### src/rtl/mips_ctrl_pkg.sv
`default_nettype none
// ==========================================================================
// mips_ctrl_pkg: opcodes, datapath mux encodings and FSM states. Rev 1.0
// ==========================================================================
package mips_ctrl_pkg;

  localparam logic [5:0] OP_R     = 6'b000000;
  localparam logic [5:0] OP_SHIFT = 6'b110000;
  localparam logic [5:0] OP_ADDI  = 6'b001000;
  localparam logic [5:0] OP_ANDI  = 6'b001100;
  localparam logic [5:0] OP_LW    = 6'b100011;
  localparam logic [5:0] OP_SW    = 6'b101011;
  localparam logic [5:0] OP_BEQ   = 6'b000100;
  localparam logic [5:0] OP_J     = 6'b000010;

  localparam logic [1:0] ALU_ADD   = 2'b00;
  localparam logic [1:0] ALU_SUB   = 2'b01;
  localparam logic [1:0] ALU_FUNCT = 2'b10;
  localparam logic [1:0] ALU_AND   = 2'b11;

  localparam logic [1:0] SRCB_B       = 2'b00;
  localparam logic [1:0] SRCB_FOUR    = 2'b01;
  localparam logic [1:0] SRCB_IMM     = 2'b10;
  localparam logic [1:0] SRCB_IMM_SH2 = 2'b11;

  localparam logic [1:0] PCSRC_ALU    = 2'b00;
  localparam logic [1:0] PCSRC_ALUOUT = 2'b01;
  localparam logic [1:0] PCSRC_JUMP   = 2'b10;

  localparam logic [3:0] ST_FETCH    = 4'd0;
  localparam logic [3:0] ST_DECODE   = 4'd1;
  localparam logic [3:0] ST_EXEC_R   = 4'd2;
  localparam logic [3:0] ST_R_WB     = 4'd3;
  localparam logic [3:0] ST_EXEC_I   = 4'd4;
  localparam logic [3:0] ST_I_WB     = 4'd5;
  localparam logic [3:0] ST_MEM_ADDR = 4'd6;
  localparam logic [3:0] ST_MEM_RD   = 4'd7;
  localparam logic [3:0] ST_MEM_WB   = 4'd8;
  localparam logic [3:0] ST_MEM_WR   = 4'd9;
  localparam logic [3:0] ST_BRANCH   = 4'd10;
  localparam logic [3:0] ST_JUMP     = 4'd11;

  // Unknown opcodes map back to FETCH, which doubles as the illegal marker.
  function automatic logic [3:0] decode_target(input logic [5:0] op);
    logic [3:0] st;
    case (op)
      OP_R, OP_SHIFT:   st = ST_EXEC_R;
      OP_ADDI, OP_ANDI: st = ST_EXEC_I;
      OP_LW, OP_SW:     st = ST_MEM_ADDR;
      OP_BEQ:           st = ST_BRANCH;
      OP_J:             st = ST_JUMP;
      default:          st = ST_FETCH;
    endcase
    return st;
  endfunction

  function automatic logic op_legal(input logic [5:0] op);
    return decode_target(op) != ST_FETCH;
  endfunction

endpackage
`default_nettype wire

### src/rtl/multicycle_control.sv
`default_nettype none
// ==========================================================================
// multicycle_control: multicycle control FSM with memory wait timeout. Rev 1.0
// ==========================================================================
module multicycle_control
  import mips_ctrl_pkg::*;
#(
  parameter int OPCODE_W      = 6,
  parameter bit MEM_HANDSHAKE = 1'b1,
  parameter int WAIT_W        = 4
) (
  input  logic                clk,
  input  logic                reset_n,
  input  logic [OPCODE_W-1:0] opcode,
  input  logic                mem_ready,
  output logic                pc_write,
  output logic                pc_write_cond,
  output logic                iord,
  output logic                mem_read,
  output logic                mem_write,
  output logic                ir_write,
  output logic                mem_to_reg,
  output logic                reg_dst,
  output logic                reg_write,
  output logic                alu_src_a,
  output logic [1:0]          alu_src_b,
  output logic [1:0]          alu_op,
  output logic [1:0]          pc_source,
  output logic                instr_done,
  output logic                illegal_op,
  output logic                mem_timeout,
  output logic [3:0]          state_o
);

  localparam logic [WAIT_W-1:0] WAIT_LAST = WAIT_W'((2 ** WAIT_W) - 2);

  logic [3:0]          state_q, state_d;
  logic [OPCODE_W-1:0] op_q, op_d;
  logic [WAIT_W-1:0]   wait_q, wait_d;
  logic [5:0]          op_in, op_lat;
  logic                mem_rdy, in_wait, timeout;

  assign op_in   = 6'(opcode);
  assign op_lat  = 6'(op_q);
  assign mem_rdy = MEM_HANDSHAKE ? mem_ready : 1'b1;
  assign in_wait = (state_q == ST_FETCH) || (state_q == ST_MEM_RD) || (state_q == ST_MEM_WR);

  // wait_q counts earlier misses, so this fires on the (2^WAIT_W-1)th miss in a row.
  assign timeout = in_wait && !mem_rdy && (wait_q == WAIT_LAST);

  always_comb begin
    wait_d = '0;
    if (in_wait && !mem_rdy && !timeout) begin
      wait_d = wait_q + WAIT_W'(1);
    end
  end

  always_comb begin
    state_d = state_q;
    op_d    = op_q;
    case (state_q)
      ST_FETCH: begin
        if (mem_rdy) state_d = ST_DECODE;
      end
      ST_DECODE: begin
        op_d    = opcode;
        state_d = decode_target(op_in);
      end
      ST_EXEC_R:   state_d = ST_R_WB;
      ST_R_WB:     state_d = ST_FETCH;
      ST_EXEC_I:   state_d = ST_I_WB;
      ST_I_WB:     state_d = ST_FETCH;
      ST_MEM_ADDR: state_d = (op_lat == OP_LW) ? ST_MEM_RD : ST_MEM_WR;
      ST_MEM_RD: begin
        if (mem_rdy)      state_d = ST_MEM_WB;
        else if (timeout) state_d = ST_FETCH;
      end
      ST_MEM_WB:   state_d = ST_FETCH;
      ST_MEM_WR: begin
        if (mem_rdy || timeout) state_d = ST_FETCH;
      end
      ST_BRANCH:   state_d = ST_FETCH;
      ST_JUMP:     state_d = ST_FETCH;
      default:     state_d = ST_FETCH;
    endcase
  end

  always_ff @(posedge clk or negedge reset_n) begin
    if (!reset_n) begin
      state_q <= ST_FETCH;
      op_q    <= '0;
      wait_q  <= '0;
    end else begin
      state_q <= state_d;
      op_q    <= op_d;
      wait_q  <= wait_d;
    end
  end

  always_comb begin
    pc_write      = 1'b0;
    pc_write_cond = 1'b0;
    iord          = 1'b0;
    mem_read      = 1'b0;
    mem_write     = 1'b0;
    ir_write      = 1'b0;
    mem_to_reg    = 1'b0;
    reg_dst       = 1'b0;
    reg_write     = 1'b0;
    alu_src_a     = 1'b0;
    alu_src_b     = SRCB_B;
    alu_op        = ALU_ADD;
    pc_source     = PCSRC_ALU;
    instr_done    = 1'b0;
    illegal_op    = 1'b0;
    mem_timeout   = 1'b0;
    case (state_q)
      ST_FETCH: begin
        mem_read    = 1'b1;
        alu_src_b   = SRCB_FOUR;
        ir_write    = mem_rdy;
        pc_write    = mem_rdy;
        mem_timeout = timeout;
      end
      ST_DECODE: begin
        alu_src_b  = SRCB_IMM_SH2;
        illegal_op = !op_legal(op_in);
      end
      ST_EXEC_R: begin
        alu_src_a = 1'b1;
        alu_op    = ALU_FUNCT;
        alu_src_b = (op_lat == OP_SHIFT) ? SRCB_IMM : SRCB_B;
      end
      ST_R_WB: begin
        reg_dst    = 1'b1;
        reg_write  = 1'b1;
        instr_done = 1'b1;
      end
      ST_EXEC_I: begin
        alu_src_a = 1'b1;
        alu_src_b = SRCB_IMM;
        alu_op    = (op_lat == OP_ANDI) ? ALU_AND : ALU_ADD;
      end
      ST_I_WB: begin
        reg_write  = 1'b1;
        instr_done = 1'b1;
      end
      ST_MEM_ADDR: begin
        alu_src_a = 1'b1;
        alu_src_b = SRCB_IMM;
      end
      ST_MEM_RD: begin
        mem_read    = 1'b1;
        iord        = 1'b1;
        mem_timeout = timeout;
      end
      ST_MEM_WB: begin
        mem_to_reg = 1'b1;
        reg_write  = 1'b1;
        instr_done = 1'b1;
      end
      ST_MEM_WR: begin
        mem_write   = 1'b1;
        iord        = 1'b1;
        instr_done  = mem_rdy;
        mem_timeout = timeout;
      end
      ST_BRANCH: begin
        alu_src_a     = 1'b1;
        alu_op        = ALU_SUB;
        pc_write_cond = 1'b1;
        pc_source     = PCSRC_ALUOUT;
        instr_done    = 1'b1;
      end
      ST_JUMP: begin
        pc_write   = 1'b1;
        pc_source  = PCSRC_JUMP;
        instr_done = 1'b1;
      end
      default: begin
        pc_write = 1'b0;
      end
    endcase
  end

  assign state_o = state_q;

endmodule
`default_nettype wire

### config.mk
export PLATFORM = sky130hd
export DESIGN_NAME = multicycle_control
export DESIGN_NICKNAME = d
export VERILOG_FILES = /design/src/rtl/mips_ctrl_pkg.sv /design/src/rtl/multicycle_control.sv
export SDC_FILE = /design/constraint.sdc
export NUM_CORES = 1
export LEC_CHECK = 0
export BUFFER_PORTS_ARGS = -buffer_cell sky130_fd_sc_hd__buf_2
export CAP_MARGIN = 20
export CORE_UTILIZATION = 50
export DETAILED_ROUTE_END_ITERATION = 16
export PLACE_DENSITY = 0.78
export SETUP_SLACK_MARGIN = 0.3
export SLEW_MARGIN = 20
export SYNTH_ARGS = -nofsm -noshare
export SYNTH_HDL_FRONTEND = slang
export SYNTH_SLANG_ARGS = --single-unit
### constraint.sdc
create_clock -name clk -period 3.45 [get_ports clk]
set_input_delay 0.8625 -clock clk [delete_from_list [all_inputs] [get_ports clk]]
set_output_delay 0.8625 -clock clk [all_outputs]
set_load 0.01 [all_outputs]
# Word-level counts from Yosys, hierarchy flattened
# Cells that the tools add are included.
[totals]
input_bits = 9
out_inout_bits = 23
register_bits = 14
[classes]
n_addsub = 1
reduce_logical = 23
n_mux = 27
n_eq_ne = 25
[op_table]
columns = ["op", "count"]
rows = [
  ["$eq A6 B6 Y1 const B", 5],
  ["$mux W4", 7],
  ["$pmux W4 S7", 1],
  ["$eq A4 B4 Y1 const B", 5],
  ["$pmux W4 S5", 1],
  ["$eq A6 B4 Y1 const B", 3],
  ["$eq A4 B3 Y1 const B", 4],
  ["$reduce_or A2 Y1", 6],
  ["$mux W1", 11],
  ["$eq A4 B2 Y1 const B", 2],
  ["$pmux W2 S4", 1],
  ["$eq A6 B2 Y1 const B", 1],
  ["$eq A6 B3 Y1 const B", 1],
  ["$logic_not A6 Y1", 1],
  ["$pmux W2 S3", 1],
  ["$reduce_or A3 Y1", 2],
  ["$reduce_or A5 Y1", 1],
  ["$add A4 B1 Y4 const B", 1],
  ["$eq A4 B1 Y1 const B", 1],
  ["$logic_not A4 Y1", 1],
  ["$mux W2", 2],
  ["$pmux W1 S2", 2],
  ["$pmux W2 S2", 1],
  ["$reduce_bool A4 Y1", 1],
  ["other kinds (8)", 14],
]

# Depth between registers and ports, before layout
# Gate-level depths: netlist of run 1.
[depth]
word_depth = 8
mapped_depth = 6

# Worst setup path before layout of run 1
# Ideal clock, no wire load.
[synth_path]
path_type = "input -> output"
start = "input opcode[0]"
end = "output illegal_op"
arrival_time_ns = 1.746
path_buffers = 0
slack_ns = 0.841
path_stages = 4
cell_sequence = "or4_4 -> o22ai_1 -> a21oi_1 -> nor3b_1"
[synth_between]
elab_chain_len = 7
word_cells_on_any_way = 16
cone_classes = "eq/ne (7); mux (3); reduce/logical (6)"
[synth_lines]
columns = ["element", "line", "text"]
rows = [
  ["from (decl)", "multicycle_control.sv:14", "input logic [OPCODE_W-1:0] opcode,"],
  ["$eq A6 B6 Y1, or another cell as far along", "mips_ctrl_pkg.sv:46", "case (op)"],
  ["$reduce_or A2 Y1", "mips_ctrl_pkg.sv:46", ""],
  ["$pmux W4 S5 *", "mips_ctrl_pkg.sv:46", ""],
  ["$mux W4 *", "multicycle_control.sv:117", "case (state_q)"],
  ["$reduce_bool A4 Y1 *", "mips_ctrl_pkg.sv:58", "return decode_target(op) != ST_FETCH;"],
  ["$logic_not A1 Y1 *", "multicycle_control.sv:127", "illegal_op = !op_legal(op_in);"],
  ["$mux W1 *", "multicycle_control.sv:117", ""],
  ["to (decl)", "multicycle_control.sv:30", "output logic illegal_op,"],
]
# Every way passes the cells marked *; elsewhere a longest branch is shown, timed or not. The select of a mux whose other input is x is not followed.

# Final worst setup path of run 1
# Ends and elaborated chain as after synthesis.

==> flow_summary.yaml, run 1 <==
logic_synthesis:
  synth_top_family_by_area: "simple AND/OR/NAND/NOR gates"
  synth_compound_area_share_pct: 14.9
  synth_area_um2: 1030
  synthCells: 123
  synth_xor_area_share_pct: 3.39
  synth_top_area_share_pct: 33.9
  synth.distinct_cells: 42
  yosysWarnings: 0
  synthMuxAreaShare_pct: 6.54
  yosysSeqAreaShare_pct: 33.9
  synth_adder_area_share_pct: 2.42
  synthSimpleGateAreaFrac_pct: 34.0
  synth-main-ff-cell: "dfrtp_1"
  ys_seq_elements: 14
  synth_top_cell_by_area: "dfrtp_1"
  synthTopCellsByArea: "dfrtp_1, nor2_1, mux2_2"
  syn_area_per_cell_um2: 8.40
  async_reset_ff_share_pct: 100
  synth_nets: 134
  synth_edf_count: 0
layout:
  drive_above_1_share_pct: 32.7
  fin_util_pct: 62.2
  n_antenna_cell: 0
  area_delta_synth_final_pct: 18.0
  nets: 162
  nFillCells: 190
drt:
  wl_um: 2390
  postRouteAntennaNets: 0
  dr.pass1.iters: 4
  drt_iter0_drc: 38
  post_drt_wl_per_cell_um: 13.5
  drc_errors: 0
  vias: 1032
  vias_per_cell: 5.83
clock_network:
  clk-insertion-delay-late_ns: 0.30
  h-tree-depth: 1
  cts_setup_buffers: 0
  hold_buffers: 0
  tritoncts: "built"
  clock-sinks: 14
  cts_made_buffers: 3
  cts_resized: 0
  clock_path_buffers: 2
  clk_pin_slew_ns: 0.09
  cts_root_buffer: "clkbuf_4"
worst_setup_path:
  worstPathMaxFanout: 5
  critPathMaxStageDelay_ns: 0.55
  end_kind: "primary output"
  critPathArrivalTime_ns: 2.08
  critPathMostFrequentCell: "buf_2"
  cpMaxStageDelayCell: "or4_4"
  worstSetupPathType: "input pin to primary output"
  start_kind: "input pin"
  timing.rr.start: "state_o[3]"
  path_cells: "buf_2 > or4_4 > o22ai_1 > a21oi_1 > nor3b_1 > buf_2"
  worst-r2r-setup-slack_ns: 1.67
  r2r_cells: 5
  worstPathRequired_ns: 2.59
  r2r_end: "state_o[1]"
floorplan:
  initial_core_util_pct: 52.7
  core_um2: 1960
  num_rows: 16
  fp.dieH_um: 47.5
  die_w_um: 47.5
  num_io_pins: 32
  die_area_um2: 2250
global_routing:
  grt_pass1_vias: 802
  antenna_found_initial: 0
  grt-ovfl-total: 0
  grt_util_all_layers_pct: 22.3
  grt_max_degree: 26
  grt_pass1_wl_um: 3510
sta:
  post-route-min-period_ns: 2.95
  skew_ns: 0.00446
  drv_slew: 0
  setup_ws_ns: 0.503
  hold_viol_final: 0
  setup-violations-final: 0
  fmax_mhz: 339
  rsz0062_at_grt: "no"
  worstMarginPinSlew_ns: 0.704
  slew_headroom_pct: 53.0
  setup_tns_ns: 0
  fin_crit_sh_pct: 85.4
power_and_ir_drop:
  cellLeakagePower_nw: 0.565
  power_frac_clock_pct: 13.4
  total_power_mw: 0.925
  sw_frac_of_total_pct: 44.8
  switchingPower_mw: 0.414
  p_seq_share_pct: 37.6
  p_comb_share_pct: 49.0
  powerDensity_nw_per_um2: 758
  ir_worst_vdd_v: 0.000452
  intPower_mw: 0.511
placed_design:
  gp_routability_congestion: 0.793
  detailedPlace.worstSlack_ns: 0.513
  portBuffers: 31
  dpl.hpwl_um: 1690
job:
  maxCapViolations: 0
outcome:
  status: "completed"
min_path:
  hp-class: "input pin to asynchronous set/reset pin"
[Yosys cell counts (3+ instances only)]
master,count
nand2_1,6
inv_1,3
nor2_1,19
nor3_1,7
dfrtp_1,14
nor2b_1,5
nor3b_1,5
buf_2,4
a21oi_1,6
xnor2_1,3
o21ai_0,4
nand3_1,5
mux2_2,6
[critical path, delay by kind of cell]
family | cells | cell delay (ns)
buffers and inverters | 2 | 0.28
AND/OR/NAND/NOR | 2 | 0.69
AO/OA/AOI/OAI | 2 | 0.24
[power groups by stage]
| stage | Sequential (mW) | Combinational (mW) | Clock, mW |
|---|---|---|---|
| finish | 0.348 | 0.454 | 0.124 |
| global route | 0.359 | 0.510 | 0.133 |
| CTS | 0.344 | 0.458 | 0.125 |
| detailed placement | 0.347 | 0.456 | 0 |
| global placement | 0.342 | 0.443 | 0 |
| floorplan | 0.283 | 0.375 | 0 |
[through the flow]
stage | instance area, um^2 | hold slack, ns | std cells
floorplan | 1030 | 0.455 | 123
global placement | 1180 | 0.472 | 173
detailed placement | 1180 | 0.490 | 173
CTS | 1220 | 0.451 | 177
global route | 1220 | 0.467 | 177
finish | 1220 | 0.439 | 177
[per-layer routing]
metal	routed length [um]	global-route usage [%]	vias up
li1	-	-	493
met1	1070	29.5	493
met2	1140	37.0	41
met3	143	3.40	5
met4	38	8.57	0
met5	0	0	-
[sequential cells by signal, summed over array words and instances, names as in the netlist]
name	flops
op_lat	6
state_o	4
wait_q	4
[cell families after synthesis]
group,after synthesis
AO/OA/AOI/OAI,23
XOR/XNOR,4
adder cells (fa/ha/maj),2
buffers and inverters,11
flip-flops,14
multiplexers,6
AND/OR/NAND/NOR,63
[layout make-up]
| cell class | count | area [um^2] | share of cell area (%) |
|---|---|---|---|
| clock buffer | 4 | 36.3 | 2.97 |
| inverter | 3 | 11.3 | 0.923 |
| timing repair buffer | 31 | 155 | 12.7 |
| multi-input combinational | 98 | 633 | 51.9 |
| tap | 27 | 33.8 | 2.77 |
| sequential | 14 | 350 | 28.7 |
[layout by cell type (no fill, tap or decap), types with 2 or more instances in the layout]
cell type	n
nand4_1	2
nor3_1	7
buf_2	31
nand2_1	6
and2_1	2
nand2b_1	2
a31oi_1	2
o21ai_1	2
ha_1	2
nor2_1	19
o21ai_0	4
dfrtp_1	14
nand3_1	5
nor2b_1	5
xnor2_1	3
nor3b_1	5
mux2_2	6
inv_1	3
a21oi_1	6
clkbuf_4	3
[worst max-delay path by stage]
stage                          from    endpoint  slack, ns  cells after the start
after floorplan           opcode[0]  illegal_op       0.84                      4
after global placement    opcode[0]  illegal_op       0.57                      6
after CTS                 opcode[0]  illegal_op       0.51                      6
after detailed placement  opcode[0]  illegal_op       0.51                      6
final                     opcode[0]  illegal_op       0.50                      6
after global routing      opcode[0]  illegal_op       0.46                      6
No activity file was read; power rests on OpenSTA's default activity.
==> run 2: changes to the inputs <==
Clock period 3.45 ns to 2.9 ns, I/O delays scaled along.
==> flow_summary.yaml, run 2 (synthesized netlist as in run 1, its figures left out) <==
clock_network:
  cts_made_buffers: 3
  clk-insertion-delay-late_ns: 0.29
  clock_path_buffers: 2
  clock-sinks: 14
  clk_pin_slew_ns: 0.09
  tritoncts: "built"
  cts_root_buffer: "clkbuf_4"
  h-tree-depth: 1
global_routing:
  antenna_found_initial: 0
  grt_pass1_vias: 779
  grt-ovfl-total: 0
  grt_util_all_layers_pct: 22.8
  grt_max_degree: 23
  grt_pass1_wl_um: 3510
worst_setup_path:
  worstPathMaxFanout: 5
  cpMaxStageDelayCell: "or4_4"
  start_kind: "input pin"
  cp-startpoint: "opcode[5]"
  r2r_cells: 5
  path_cells: "buf_8 > or4_4 > o22ai_4 > a21oi_2 > nor3b_2 > buf_2"
  cp.buffers_inverters: 2
  end_kind: "primary output"
  worstSetupPathType: "input pin to primary output"
  timing.rr.start: "state_o[2]"
  critPathArrivalTime_ns: 1.89
  worstPathRequired_ns: 2.17
  critPathTopFamily: "simple AND/OR/NAND/NOR gates"
  r2r_end: "state_o[1]"
  worst-r2r-setup-slack_ns: 1.27
  critPathMaxStageDelay_ns: 0.56
min_path:
  hp-class: "input pin to asynchronous set/reset pin"
drt:
  drt_iter0_drc: 26
  wl_um: 2470
  drc_errors: 0
  vias: 1025
  post_drt_wl_per_cell_um: 13.7
  postRouteAntennaNets: 0
  vias_per_cell: 5.69
  dr.pass1.iters: 4
layout:
  largest_reg_flops: 6
  layout_common_cells: "buf_2, nor2_1, dfrtp_1, nor3_1, mux2_2"
  final_cells: 180
  n_antenna_cell: 0
  drive_above_1_share_pct: 38.6
  area_delta_synth_final_pct: 25.3
  nets: 165
  final_common_cell: "buf_2"
  nFillCells: 169
  final_area_um2: 1290
  fin_util_pct: 66.0
floorplan:
  die_w_um: 47.5
  fp.dieH_um: 47.5
  num_rows: 16
  initial_core_util_pct: 52.7
  core_um2: 1960
  die_area_um2: 2250
  num_io_pins: 32
sta:
  setup_tns_ns: 0
  worstMarginPinSlew_ns: 0.480
  fmax_mhz: 382
  hold_viol_final: 0
  setup_ws_ns: 0.282
  drv_slew: 0
  setup-violations-final: 0
  post-route-min-period_ns: 2.62
  skew_ns: 0.00396
  slew_headroom_pct: 68.0
  hold_ws_ns: 0.320
  rsz0062_at_grt: "yes"
  fin_crit_sh_pct: 90.3
placed_design:
  portBuffers: 31
  dp_cells: 174
  detailedPlace.worstSlack_ns: 0.277
  dpl_cell_area_um2: 1190
  gp_routability_congestion: 0.808
  dpl.hpwl_um: 1690
power_and_ir_drop:
  powerDensity_nw_per_um2: 875
  total_power_mw: 1.13
  p_comb_share_pct: 52.2
  ir_worst_vdd_v: 0.000581
  sw_frac_of_total_pct: 44.5
  switchingPower_mw: 0.504
  intPower_mw: 0.628
  p_seq_share_pct: 35.2
  power_frac_clock_pct: 12.6
  cellLeakagePower_nw: 0.589
outcome:
  status: "completed"
job:
  maxCapViolations: 0
==> run 2: power by group through the flow <==
stage | Sequential, mW | Clock [mW] | Combinational [mW]
2_1_floorplan | 0.337 | 0 | 0.446
3_3_place_gp | 0.392 | 0 | 0.554
3_5_place_dp | 0.399 | 0 | 0.570
4_1_cts | 0.396 | 0.145 | 0.574
5_1_grt | 0.414 | 0.154 | 0.658
6_report | 0.399 | 0.143 | 0.591
==> run 2: per-layer routing <==
layer / GRT usage, % / up-vias / routed length [um]
met1: 31.0 / 484 / 1160
met5: 0 / - / 0
met4: 10.3 / 0 / 40
met2: 35.9 / 38 / 1150
met3: 3.40 / 7 / 122
li1: - / 496 / -
==> run 2: worst max-delay path by stage <==
stage / end / slack [ns] / depth (start not counted)
final: illegal_op / 0.28 / 6
after global routing: illegal_op / 0.25 / 6
after CTS: illegal_op / 0.30 / 6
after detailed placement: illegal_op / 0.28 / 6
after global placement: illegal_op / 0.30 / 6
after floorplan: illegal_op / 0.57 / 4
==> run 2: cell type report <==
cell class / count / area, um^2 / area share [%]
clock buffers: 4 / 36.3 / 2.80
inverters: 3 / 11.3 / 0.870
multi-input cells: 98 / 661 / 51.0
flip-flops and latches: 14 / 353 / 27.2
well taps: 27 / 33.8 / 2.61
repair buffers: 34 / 200 / 15.5
==> run 2: worst reg2reg max path: stages (launching register included) <==
cell       delay, ns
dfrtp_1         0.65
nand2b_1        0.23
a2bb2oi_2       0.22
nor3b_1         0.20
o21ai_1         0.13
o211ai_1        0.11
==> run 2: repair_timing <==
action,CTS,global route
endpoints found under the hold margin,0,0
resized for setup,3,13
hold buffers,0,0
endpoints found under the setup margin,1,1
buffers inserted,0,2
pin swaps,2,2
